===== config.mk =====
export PLATFORM = sky130hd
export DESIGN_NAME = key_debounce
export DESIGN_NICKNAME = d
export VERILOG_FILES = /design/src/rtl/key_debounce.sv
export SDC_FILE = /design/constraint.sdc
export NUM_CORES = 1
export LEC_CHECK = 0
export CAP_MARGIN = 5
export CORE_MARGIN = 5
export CORE_UTILIZATION = 68
export CTS_BUF_LIST = sky130_fd_sc_hd__clkbuf_8
export CTS_CLUSTER_DIAMETER = 150
export DETAILED_ROUTE_END_ITERATION = 8
export PLACE_DENSITY = 0.84
export SLEW_MARGIN = 20
export SYNTH_ARGS = -nofsm -noshare
export SYNTH_HDL_FRONTEND = slang
export SYNTH_SLANG_ARGS = --single-unit

===== constraint.sdc =====
create_clock -name CLK -period 9.5 [get_ports CLK]
set_input_delay 1.425 -clock CLK [delete_from_list [all_inputs] [get_ports CLK]]
set_output_delay 1.425 -clock CLK [all_outputs]
set_load 0.01 [all_outputs]

===== src/rtl/key_debounce.sv =====
// key_debounce: 2-flop synchroniser plus per-key debounce FSM with press/release pulses.
// Optional one-shot long-press pulse when KEY_LONG_PRESS_EN is defined.
module key_debounce #(
  parameter int KEY_NUM      = 3,
  parameter int DEBOUNCE_CYC = 1000000,
  parameter int LONG_CYC     = 50000000
) (
  input  logic               CLK,
  input  logic               RST,
  input  logic [KEY_NUM-1:0] KEY_IN,
  output logic [KEY_NUM-1:0] KEY_STATE,
  output logic [KEY_NUM-1:0] KEY_PRESS,
  output logic [KEY_NUM-1:0] KEY_RELEASE,
  output logic [KEY_NUM-1:0] KEY_LONG
);

  localparam int MAX_CYC =
    (DEBOUNCE_CYC > LONG_CYC) ? DEBOUNCE_CYC : LONG_CYC;
  localparam int CW = $clog2(MAX_CYC + 1);
  localparam logic [CW-1:0] D_LAST = CW'(DEBOUNCE_CYC - 1);

  typedef enum logic [1:0] {
    IDLE,
    PRESS_WAIT,
    PRESSED,
    RELEASE_WAIT
  } state_t;

  logic [KEY_NUM-1:0] sync1;
  logic [KEY_NUM-1:0] sync2;

  // Synchroniser idles at 1: a reset looks like all keys released.
  always_ff @(posedge CLK or posedge RST) begin
    if (RST) begin
      sync1 <= '1;
      sync2 <= '1;
    end else begin
      sync1 <= KEY_IN;
      sync2 <= sync1;
    end
  end

  for (genvar i = 0; i < KEY_NUM; i++) begin : g_key
    state_t        st;
    state_t        st_nx;
    logic [CW-1:0] cnt;
    logic [CW-1:0] cnt_nx;
    logic          s;
    logic          held;
    logic          press_start;
    logic          rel_start;
    logic          press_ev;
    logic          rel_ev;
    logic          state_q;
    logic          press_q;
    logic          rel_q;

    assign s    = sync2[i];
    assign held = (st == PRESSED) || (st == RELEASE_WAIT);

    always_comb begin
      st_nx  = st;
      cnt_nx = cnt;
      unique case (st)
        IDLE: begin
          if (!s) begin
            st_nx  = PRESS_WAIT;
            cnt_nx = '0;
          end
        end
        PRESS_WAIT: begin
          if (s) begin
            st_nx = IDLE;
          end else if (cnt == D_LAST) begin
            st_nx  = PRESSED;
            cnt_nx = '0;
          end else begin
            cnt_nx = cnt + 1'b1;
          end
        end
        PRESSED: begin
          if (s) begin
            st_nx  = RELEASE_WAIT;
            cnt_nx = '0;
          end
        end
        RELEASE_WAIT: begin
          if (!s) begin
            st_nx = PRESSED;
          end else if (cnt == D_LAST) begin
            st_nx  = IDLE;
            cnt_nx = '0;
          end else begin
            cnt_nx = cnt + 1'b1;
          end
        end
      endcase
    end

    assign press_start = (st == PRESS_WAIT) && (st_nx == PRESSED);
    assign rel_start   = (st == RELEASE_WAIT) && (st_nx == IDLE);

    // Events are captured on the transition and re-registered to outputs.
    always_ff @(posedge CLK or posedge RST) begin
      if (RST) begin
        st       <= IDLE;
        cnt      <= '0;
        press_ev <= 1'b0;
        rel_ev   <= 1'b0;
        state_q  <= 1'b0;
        press_q  <= 1'b0;
        rel_q    <= 1'b0;
      end else begin
        st       <= st_nx;
        cnt      <= cnt_nx;
        press_ev <= press_start;
        rel_ev   <= rel_start;
        state_q  <= held;
        press_q  <= press_ev;
        rel_q    <= rel_ev;
      end
    end

    assign KEY_STATE[i]   = state_q;
    assign KEY_PRESS[i]   = press_q;
    assign KEY_RELEASE[i] = rel_q;

`ifdef KEY_LONG_PRESS_EN
    localparam logic [CW-1:0] L_LAST = CW'(LONG_CYC - 1);
    logic [CW-1:0] hold;
    logic          fired;
    logic          long_hit;
    logic          long_ev;
    logic          long_q;

    assign long_hit = held && (hold == L_LAST) && !fired;

    // Hold counter saturates at L_LAST; fired blocks repeats until re-press.
    always_ff @(posedge CLK or posedge RST) begin
      if (RST) begin
        hold    <= '0;
        fired   <= 1'b0;
        long_ev <= 1'b0;
        long_q  <= 1'b0;
      end else begin
        if (press_start) begin
          hold  <= '0;
          fired <= 1'b0;
        end else begin
          if (held && (hold != L_LAST)) begin
            hold <= hold + 1'b1;
          end
          if (long_hit) begin
            fired <= 1'b1;
          end
        end
        long_ev <= long_hit;
        long_q  <= long_ev;
      end
    end

    assign KEY_LONG[i] = long_q;
`else
    assign KEY_LONG[i] = 1'b0;
`endif
  end

endmodule


* After elaboration in Yosys (flattened, before gate mapping)
Index checks and enable logic that the tools add are counted.
Operators by class: reductions and logical operators 18, $add $sub $neg 3, multiplexer cells 39, equal/unequal tests 27
Operators with widths (count):
- $mux 26 | 15
- $pmux 26 s4 | 3
- $add 26x1->26 const B | 3
- $eq 26x20->1 const B | 3
- $mux 2 | 18
- $ne 2x2->1 const B | 12
- $pmux 2 s4 | 3
- $eq 2x2->1 const B | 9
- $logic_not 2->1 | 6
- $reduce_and 4->1 | 3
- $eq 2x1->1 const B | 3
- $logic_and 1x1->1 | 6
- $logic_or 1x1->1 | 3
Storage, ports and cells: register bits after elaboration 105, logic and storage cells 110

* Depth between registers and ports, before layout
Gate-level depths: netlist of run 1.
word-level depth 6, gate-level depth with buffers 9, mapped depth without buffers 6

* Worst setup path after synthesis of run 1
Ideal clock, no wire load.
kind reg2reg, from reg g_key[0].cnt[0], to reg g_key[0].cnt[14], library setup time 0.118 ns, data required time 9.382 ns, arrival time 2.076 ns, stages on the path, launching flop included 10, setup slack 7.305 ns, cell sequence dfrtp_1 -> ha_1 -> nand3_1 -> or2_2 -> clkbuf_1 -> o41ai_4 -> and2_1 -> buf_2 -> buf_4 -> nor2_1
On the way: longest elaborated chain between the ends 4, elaborated cells on any way between the ends 6, classes of those cells 1 x add/sub; 1 x eq/ne; 4 x mux
RTL lines:
- start: declaration | RTL line 46 | logic [CW-1:0] cnt;
- start signal: assignment | RTL line 115 | cnt <= cnt_nx;
- $add 26x1->26 or $eq 26x20->1 (tied branches)
- $mux 26 (*) | RTL line 74, 90
- $mux 26, on equally long branches | RTL line 88, 72
- $pmux 26 s4 (*) | RTL line 64 | unique case (st)
Mark *: on every way between the ends. The rest lies on a longest branch, timed or not. The select of a mux whose other input is x is not followed. A chain may end at the register's enable or synchronous reset.

* Worst setup path in the final report of run 1
from reg g_key[1].cnt[0], to reg g_key[1].cnt[25]
On the way: longest elaborated chain between the ends 4, elaborated cells on any way between the ends 6, classes of those cells 1 x add/sub; 1 x eq/ne; 4 x mux
RTL lines (RTL line):
- start: declaration | 46
- start signal: assignment | 115
- $add 26x1->26 or $eq 26x20->1 (tied branches)
- $mux 26 (*) | 74, 90
- $mux 26, on equally long branches | 88, 72
- $pmux 26 s4 (*) | 64
Marked as above.

==> results of run 1 <==
critical path: cells and delay by family (launching register included):
| kind | cells | cell delay [ns] |
|---|---|---|
| adder cells (fa/ha/maj) | 1 | 0.21 |
| AO/OA/AOI/OAI | 1 | 0.52 |
| flip-flops | 1 | 0.43 |
| AND/OR/NAND/NOR | 4 | 1.40 |
final timing paths:
| check | endpoint | cells after the start | slack (ns) |
|---|---|---|---|
| worst max-delay path | g_key[1].cnt[25] | 6 | 6.78 |
| worst min-delay path | g_key[2].rel_q | 0 | 0.36 |
| worst min register to register | g_key[2].rel_q | 0 | 0.36 |
| worst max register to register | g_key[1].cnt[25] | 6 | 6.78 |
| max in group asynchronous | g_key[2].cnt[11] | 3 | 6.90 |
| min in group asynchronous | g_key[1].cnt[10] | 2 | 1.49 |
layout make-up:
type	instances	area, um2
Sequential cell	105	2640
Multi-Input combinational cell	396	2320
Fill cell	506	1800
Timing Repair Buffer	16	153
Clock buffer	9	124
Tap cell	99	124
Clock inverter	7	100
Inverter	19	73.8
registers in the layout, indices dropped and copies added (netlist names):
register and cells:
g_key.rel_q 3, g_key.rel_ev 3, sync1 3, g_key.state_q 3, g_key.st 6, g_key.press_ev 3, g_key.press_q 3, sync2 3
g_key.cnt 78
layer usage:
metal	wire length (um)	part of all wire
met5	0	0
met4	112	0.011
met3	430	0.044
met2	4740	0.48
met1	4560	0.46
cell families (layout without fill, tap and decap cells):
group           after synthesis  in the layout
simple gates                279            279
flops                       105            105
compound gates               61             61
buf+inv                      50             51
xor+xnor                     46             46
mux                           4              4
fa+ha+maj                     3              3
other cells                   1              3
where the power goes:
part           total, mW  internal [mW]  leakage (nW)  switching (mW)
Combinational     0.0348         0.0100         0.813          0.0247
Clock              0.306          0.150         0.102           0.156
Sequential         0.464          0.455          1.43         0.00923
Total              0.805          0.615          2.35           0.190
synthesized netlist by cell type (2+ instances only):
cell / count / share of area
a21o_1: 5 / 0.0072
a21oi_1: 13 / 0.013
a22o_1: 5 / 0.0084
and2_1: 4 / 0.0048
and3_1: 11 / 0.013
and4_1: 4 / 0.0068
buf_4: 13 / 0.019
clkbuf_1: 16 / 0.012
dfrtp_1: 99 / 0.48
dfstp_2: 6 / 0.030
ha_1: 3 / 0.0072
inv_1: 19 / 0.014
mux2i_1: 3 / 0.0058
nand2_1: 62 / 0.045
nand2b_1: 3 / 0.0036
nand3_1: 37 / 0.036
nand4_1: 30 / 0.036
nand4b_1: 2 / 0.0034
nor2_1: 59 / 0.043
nor2b_1: 2 / 0.0024
nor3_1: 17 / 0.016
nor3b_1: 4 / 0.0058
nor4_1: 11 / 0.013
nor4b_1: 4 / 0.0068
o211ai_1: 2 / 0.0029
o21ai_0: 24 / 0.023
o22ai_1: 2 / 0.0024
o31ai_1: 4 / 0.0058
or2_2: 4 / 0.0048
or3_1: 15 / 0.018
or4_1: 5 / 0.0072
or4_4: 2 / 0.0043
xnor2_1: 15 / 0.025
xor2_1: 31 / 0.052
stage by stage:
stage,hold slack [ns],instance area (um2),std cells,utilization
after floorplan,0.331,5190,551,-
after detailed placement,0.336,5310,635,0.724
after global placement,0.334,5310,635,0.724
after CTS,0.357,5530,651,0.754
after global routing,0.357,5530,651,0.754
final,0.357,5530,651,0.754
==> results.toml, run 1 <==
[status]
status = "finished, final reports clean"

[synth]
syn_avg_cell_area_um2 = 9.45
synth_top_family_by_area = "simple AND/OR/NAND/NOR gates"
synthAdderAreaFrac = 0.00724
yosys_register_bits = 105
synth_cell_types = 47
ys.warnings.count = 0
synth_edf_count = 0
synthArstFlopShare = 1.00
ys_seq_area_frac = 0.508
synth_compound_area_frac = 0.0758
yosys.area_share.simple = 0.277
syn_inst = 549
muxShareOfSynthArea = 0.00796
ys.flop_type = "dfrtp_1"
synth_area_um2 = 5190
synth_xor_area_frac = 0.0777

[setup_path]
cp-startpoint = "g_key[1].cnt[0]"
slowest_delay_ns = 0.68
critical_path_class = "reg2reg"
crit_required_ns = 9.72
path_cells = "ha_1, nand3_1, or2_2, o41a_1, nor2_1, nor2_1"
cp_common_cell = "nor2_1"
start_kind = "flip-flop"
rr_startpoint = "g_key[1].cnt[0]"
end_kind = "flip-flop"
cp.arrival_ns = 2.94
crit_path_max_fanout = 12
slowest_stage = "nor2_1"

[cells_and_area]
n_antenna_cell = 0
final_cell_mix = "99 x dfrtp_1, 62 x nand2_1, 59 x nor2_1"
layout_commonest_cell = "dfrtp_1"
syn_to_final_growth_pct = 6.63
layout-drive-gt1-share = 0.0652
layout.nets = 555

[timing]
setup_ws_ns = 6.78
fin_skew_ns = 0.0103
tightest_slew_ns = 1.07
fin_crit_sh = 0.287
rsz0062_at_grt = "no"
setup-violations-final = 0
slew_violations = 0
maxSlewHeadroom = 0.279
final.min_clock_period_ns = 2.72
fmax_mhz = 367
hold_viol = 0
tns_ns = 0

[global_routing]
grt_usage = 0.220
grt_pass1_vias = 3874
grt_busiest_layer = "met2"
grt_pass1_wl_mm = 17.6
grt_antenna_before_repair = 0
grt_use_met3 = 0.0510
grtUsageMet2 = 0.356
overflow = 0
met1_usage = 0.298
grt_max_degree = 55

[clocking]
cts_root_buffer = "clkbuf_8"
cts.sinks = 105
tritoncts = "yes"
clk_pin_slew_ns = 0.10
cts-buffers-inserted = 9
cts_resized = 0
htree_levels = 3
cts_hold_buf = 0
cts_setup_buffers = 0
clock_path_buffers = 2
clk_latency_ns = 0.37

[drt]
drc = 0
viasPerCell = 6.11
drtIter0Drc = 275
first_pass_iters = 5
finalWirelength_mm = 9.85
wl_per_cell_um = 15.1
drtAntennaViolNets = 0
vias = 3976

[die]
io_pins = 17
start_util = 0.707
die_area_um2 = 9470
coreArea_um2 = 7330
die_w_um = 97.3
num_rows = 31
die_y_um = 97.3

[placement]
post-place-ws_ns = 6.43
dp_hpwl_mm = 6.65
numPortBuffers = 13
gp_routability_congestion = 0.877

[power_and_ir_drop]
peakVddDrop_mv = 0.127
finalPower_mw = 0.805
p_per_area_nw_per_um2 = 146
power_leakage_nw = 2.35

[worst_hold_path]
hold_path.startpoint = "g_key[2].rel_ev"
hold_path_class = "reg2reg"

[run]
drv_cap = 0
(Power assumes the default switching activity.)
==> run 2: changes to the inputs <==
--- a/config.mk
+++ b/config.mk
@@ -7,11 +7,11 @@
 export LEC_CHECK = 0
 export CAP_MARGIN = 5
 export CORE_MARGIN = 5
-export CORE_UTILIZATION = 68
+export CORE_UTILIZATION = 57
 export CTS_BUF_LIST = sky130_fd_sc_hd__clkbuf_8
 export CTS_CLUSTER_DIAMETER = 150
 export DETAILED_ROUTE_END_ITERATION = 8
-export PLACE_DENSITY = 0.84
+export PLACE_DENSITY = 0.75
 export SLEW_MARGIN = 20
 export SYNTH_ARGS = -nofsm -noshare
 export SYNTH_HDL_FRONTEND = slang
==> constraint.sdc (replaced) <==
create_clock -name CLK -period 2.5 [get_ports CLK]
set_input_delay 0.375 -clock CLK [delete_from_list [all_inputs] [get_ports CLK]]
set_output_delay 0.375 -clock CLK [all_outputs]
set_load 0.01 [all_outputs]
==> run 2 against run 1 <==
Critical path depth grew 1. Critical endpoint is now g_key[0].cnt[9]. Clock skew grew 0.00084 ns. Largest power group unchanged. Via count shrank 0.68%. Non-clock buffer count grew 10.
==> results.toml, run 2 (same netlist as run 1, synthesis figures left out) <==
[cells_and_area]
final_cell_mix = "99 x dfrtp_1, 62 x nand2_1, 59 x nor2_1"
syn_to_final_growth_pct = 8.15
n_antenna_cell = 0
layout-drive-gt1-share = 0.0819
largest_reg_flops = 78
top_register = "g_key.cnt"
layout_commonest_cell = "dfrtp_1"
final.fill_count = 716
reg_top3 = "g_key.cnt (78), g_key.st (6)"
layout.nets = 565

[drt]
first_pass_iters = 5
finalWirelength_mm = 9.92
viasPerCell = 5.89
drtIter0Drc = 237
wl_per_cell_um = 14.8
vias = 3949
drc = 0
drtAntennaViolNets = 0

[global_routing]
overflow = 0
grt_pass1_vias = 3992
grt_pass1_wl_mm = 18.1
grt_max_degree = 97
grt_usage = 0.194
grt_antenna_before_repair = 0

[run]
drv_cap = 0

[timing]
hold_viol = 0
setup-violations-final = 0
tns_ns = 0
setup_ws_ns = 0.226
slew_violations = 0
rsz0062_at_grt = "no"
fin_crit_sh = 0.910
tightest_slew_ns = 0.701
maxSlewHeadroom = 0.531
final.min_clock_period_ns = 2.27
fin_skew_ns = 0.0111
fmax_mhz = 440

[clocking]
cts_resized = 0
htree_levels = 3
clk_latency_ns = 0.36
cts_root_buffer = "clkbuf_8"
cts-buffers-inserted = 9
cts_hold_buf = 0
clk_pin_slew_ns = 0.10
clock_path_buffers = 2
tritoncts = "yes"
cts.sinks = 105
cts_setup_buffers = 0

[setup_path]
rr_startpoint = "g_key[0].cnt[0]"
cpLargestDelayFamily = "simple AND/OR/NAND/NOR gates"
cp-startpoint = "g_key[0].cnt[0]"
cp.arrival_ns = 2.52
crit_required_ns = 2.75
start_kind = "flip-flop"
crit_path_max_fanout = 17
slowest_stage = "o41ai_4"
path_buf_inv = 1
slowest_delay_ns = 0.51
critical_path_class = "reg2reg"
path_cells = "ha_1, nand3_1, or2_2, o41ai_4, and2_1, buf_4, nor2_1"
end_kind = "flip-flop"

[placement]
gp_routability_congestion = 0.825
post-place-ws_ns = 0.264
numPortBuffers = 13
dp_hpwl_mm = 6.65

[power_and_ir_drop]
power_leakage_nw = 2.39
p_per_area_nw_per_um2 = 530
peakVddDrop_mv = 0.296

[die]
io_pins = 17
die_w_um = 105
start_util = 0.589
die_area_um2 = 11100
num_rows = 34
coreArea_um2 = 8810
die_y_um = 105

[worst_hold_path]
hold_path_class = "in2async"

[status]
status = "finished, final reports clean"
run 2: path summary, 6_finish.rpt:
check                                    to  slack, ns  cells past startpoint
max                         g_key[0].cnt[9]       0.23                      7
max reg2reg                 g_key[0].cnt[9]       0.23                      7
max in group asynchronous          sync2[0]       1.43                      3
min in group CLK                   sync2[1]       0.36                      0
min reg2reg                        sync2[1]       0.36                      0
min                        g_key[1].cnt[17]       0.29                      2
run 2: cell type report:
type | count | area [um2] | share of cell area
timing repair buffer | 26 | 240 | 0.0428
clock buffer | 9 | 124 | 0.0221
inverter | 19 | 75.1 | 0.0134
clock inverter | 7 | 78.8 | 0.0141
tap | 108 | 135 | 0.0241
multi-input combinational | 396 | 2320 | 0.414
sequential | 105 | 2640 | 0.470
run 2: per-stage QoR:
| stage | std cells | util | power, mW | instance area [um2] | hold WS [ns] |
|---|---|---|---|---|---|
| 3_5_place_dp | 654 | 0.614 | 1.94 | 5410 | 0.336 |
| 2_1_floorplan | 551 | - | 1.89 | 5200 | 0.331 |
| 3_3_place_gp | 654 | 0.614 | 1.94 | 5410 | 0.333 |
| 4_1_cts | 670 | 0.637 | 3.01 | 5610 | 0.287 |
| 5_1_grt | 670 | 0.637 | 3.11 | 5610 | 0.309 |
| 6_report | 670 | 0.637 | 2.97 | 5610 | 0.288 |
run 2: routing by layer:
metal  global-route usage  vias up  wire length [um]
li1                     -     1929                 -
met1                0.255     1931              4690
met2                0.323       78              4710
met3               0.0361       11               379
met4               0.0647        0               142
met5                    0        -                 0
run 2: where the power goes:
part           total [mW]  leakage [nW]  switching [mW]  internal, mW
clock                1.07        0.0977           0.596         0.474
combinational       0.143         0.864          0.0967        0.0459
sequential           1.76          1.43          0.0332          1.73
total                2.97          2.39           0.726          2.25
==> run 3: changes to the inputs <==
--- a/config.mk
+++ b/config.mk
@@ -12,7 +12,7 @@
 export CTS_CLUSTER_DIAMETER = 150
 export DETAILED_ROUTE_END_ITERATION = 8
 export PLACE_DENSITY = 0.75
-export SLEW_MARGIN = 20
+export RECOVER_POWER = 25
 export SYNTH_ARGS = -nofsm -noshare
 export SYNTH_HDL_FRONTEND = slang
 export SYNTH_SLANG_ARGS = --single-unit
==> run 3 against run 2 <==
Worst hold slack better by 0.069 ns. Worst setup slack better by 0.018 ns. Power down 0.13%. Non-clock buffer count unchanged. First-iteration DRC count down 1.3%. Die area unchanged. Critical path depth unchanged. Sequential share of layout area up 0.13 points. Clock-buffer cell count unchanged. Highest routed layer unchanged.
==> results.toml, run 3 (same netlist as run 1, synthesis figures left out) <==
[status]
status = "finished, final reports clean"

[setup_path]
slowest_stage = "o41ai_4"
reg2reg_depth = 7
critical_path_class = "reg2reg"
crit_path_max_fanout = 17
cp-startpoint = "g_key[0].cnt[0]"
cp.arrival_ns = 2.51
slowest_delay_ns = 0.50
end_kind = "flip-flop"
start_kind = "flip-flop"
rr_startpoint = "g_key[0].cnt[0]"
crit_required_ns = 2.75
path_cells = "ha_1, nand3_1, or2_2, o41ai_4, and2_1, buf_4, nor2_1"

[global_routing]
grt_pass1_vias = 3992
grtUsageMet2 = 0.323
grt_usage = 0.194
grt_max_degree = 97
grt_antenna_before_repair = 0
grt_pass1_wl_mm = 18.1
grt_busiest_layer = "met2"
overflow = 0
met1_usage = 0.255
grt_use_met3 = 0.0361

[worst_hold_path]
hold_path.startpoint = "g_key[1].press_ev"
hold_depth = 0
hold_path_class = "reg2reg"

[power_and_ir_drop]
peakVddDrop_mv = 0.296
p_sw_frac = 0.244
p_int_mw = 2.24
p_per_area_nw_per_um2 = 531
p_switching_mw = 0.725
comb_power_share = 0.046
finalPower_mw = 2.97
power_leakage_nw = 2.39
seq_power_share = 0.593
p_clk_frac = 0.360

[clocking]
clock_path_buffers = 2
cts_resized = 0
clk_latency_ns = 0.36
cts_setup_buffers = 0
cts-buffers-inserted = 9
cts.sinks = 105
cts_root_buffer = "clkbuf_8"
clk_pin_slew_ns = 0.10
tritoncts = "yes"
htree_levels = 3
cts_hold_buf = 0

[cells_and_area]
n_antenna_cell = 0
layout.nets = 565
reg_top3 = "g_key.cnt (78), g_key.st (6)"
final.fill_count = 718
syn_to_final_growth_pct = 7.86
final_cell_mix = "99 x dfrtp_1, 62 x nand2_1, 59 x nor2_1"
largest_reg_flops = 78
layout_commonest_cell = "dfrtp_1"
fin_util = 0.635
top_register = "g_key.cnt"
layout-drive-gt1-share = 0.0819

[timing]
final.min_clock_period_ns = 2.26
rsz0062_at_grt = "no"
maxSlewHeadroom = 0.138
tightest_slew_ns = 1.29
fin_skew_ns = 0.0111
slew_violations = 0
setup-violations-final = 0
setup_ws_ns = 0.244
hold_slack_ns = 0.357
tns_ns = 0
fmax_mhz = 443
hold_viol = 0
fin_crit_sh = 0.903

[die]
coreArea_um2 = 8810
die_y_um = 105
start_util = 0.589
die_area_um2 = 11100
num_rows = 34
die_w_um = 105
io_pins = 17

[placement]
post-place-ws_ns = 0.264
numPortBuffers = 13
dp_hpwl_mm = 6.65
gp_routability_congestion = 0.825

[drt]
first_pass_iters = 5
viasPerCell = 5.90
drc = 0
wl_per_cell_um = 14.8
drtAntennaViolNets = 0
drtIter0Drc = 234
vias = 3950
finalWirelength_mm = 9.90

[run]
drv_cap = 0
==> run 3: cell count changes in the layout (fill, tap and decap cells not counted), sizes merged <==
cell           change
clkdlybuf4s50      -4
dlygate4sd3        +4
clkbuf             +1
buf                -1
==> run 3: through the flow <==
step,cells,cell area [um2]
4_1_cts,670,5610
3_5_place_dp,654,5410
6_report,670,5590
3_3_place_gp,654,5410
2_1_floorplan,551,5200
5_1_grt,670,5590
==> run 3: layer usage <==
| layer | part of all wire | vias up |
|---|---|---|
| met5 | 0 | - |
| met4 | 0.014 | 0 |
| met3 | 0.040 | 11 |
| met2 | 0.48 | 82 |
| met1 | 0.47 | 1927 |
| li1 | - | 1930 |
==> run 3: final timing paths <==
| check | endpoint | slack, ns |
|---|---|---|
| worst max-delay path | g_key[0].cnt[9] | 0.24 |
| worst min-delay path | g_key[1].press_q | 0.36 |
| worst max register to register | g_key[0].cnt[9] | 0.24 |
| worst min register to register | g_key[1].press_q | 0.36 |
| max in group asynchronous | g_key[1].rel_q | 0.44 |
| min in group asynchronous | g_key[1].cnt[21] | 0.43 |
==> run 3: area by class of cell <==
class | count | area, um2 | share of cell area
flip-flops and latches | 105 | 2640 | 0.471
multi-input cells | 396 | 2320 | 0.415
repair buffers | 26 | 228 | 0.0407
well taps | 108 | 135 | 0.0242
clock buffers | 9 | 124 | 0.0221
clock inverters | 7 | 78.8 | 0.0141
inverters | 19 | 72.6 | 0.0130
==> run 3: critical path, delay by kind of cell, from the launching register on <==
| family | cells | cell delay (ns) |
|---|---|---|
| AND/OR/NAND/NOR | 4 | 0.82 |
| AO/OA/AOI/OAI | 1 | 0.50 |
| flip-flops | 1 | 0.41 |
| buffers and inverters | 1 | 0.22 |
| adder cells (fa/ha/maj) | 1 | 0.19 |
==> run 3: power by group through the flow <==
stage | combinational, mW | clock (mW) | sequential, mW
after floorplan | 0.105 | 0 | 1.79
after global placement | 0.143 | 0 | 1.79
after detailed placement | 0.145 | 0 | 1.79
after CTS | 0.145 | 1.11 | 1.76
after global routing | 0.162 | 1.18 | 1.77
final | 0.138 | 1.07 | 1.76
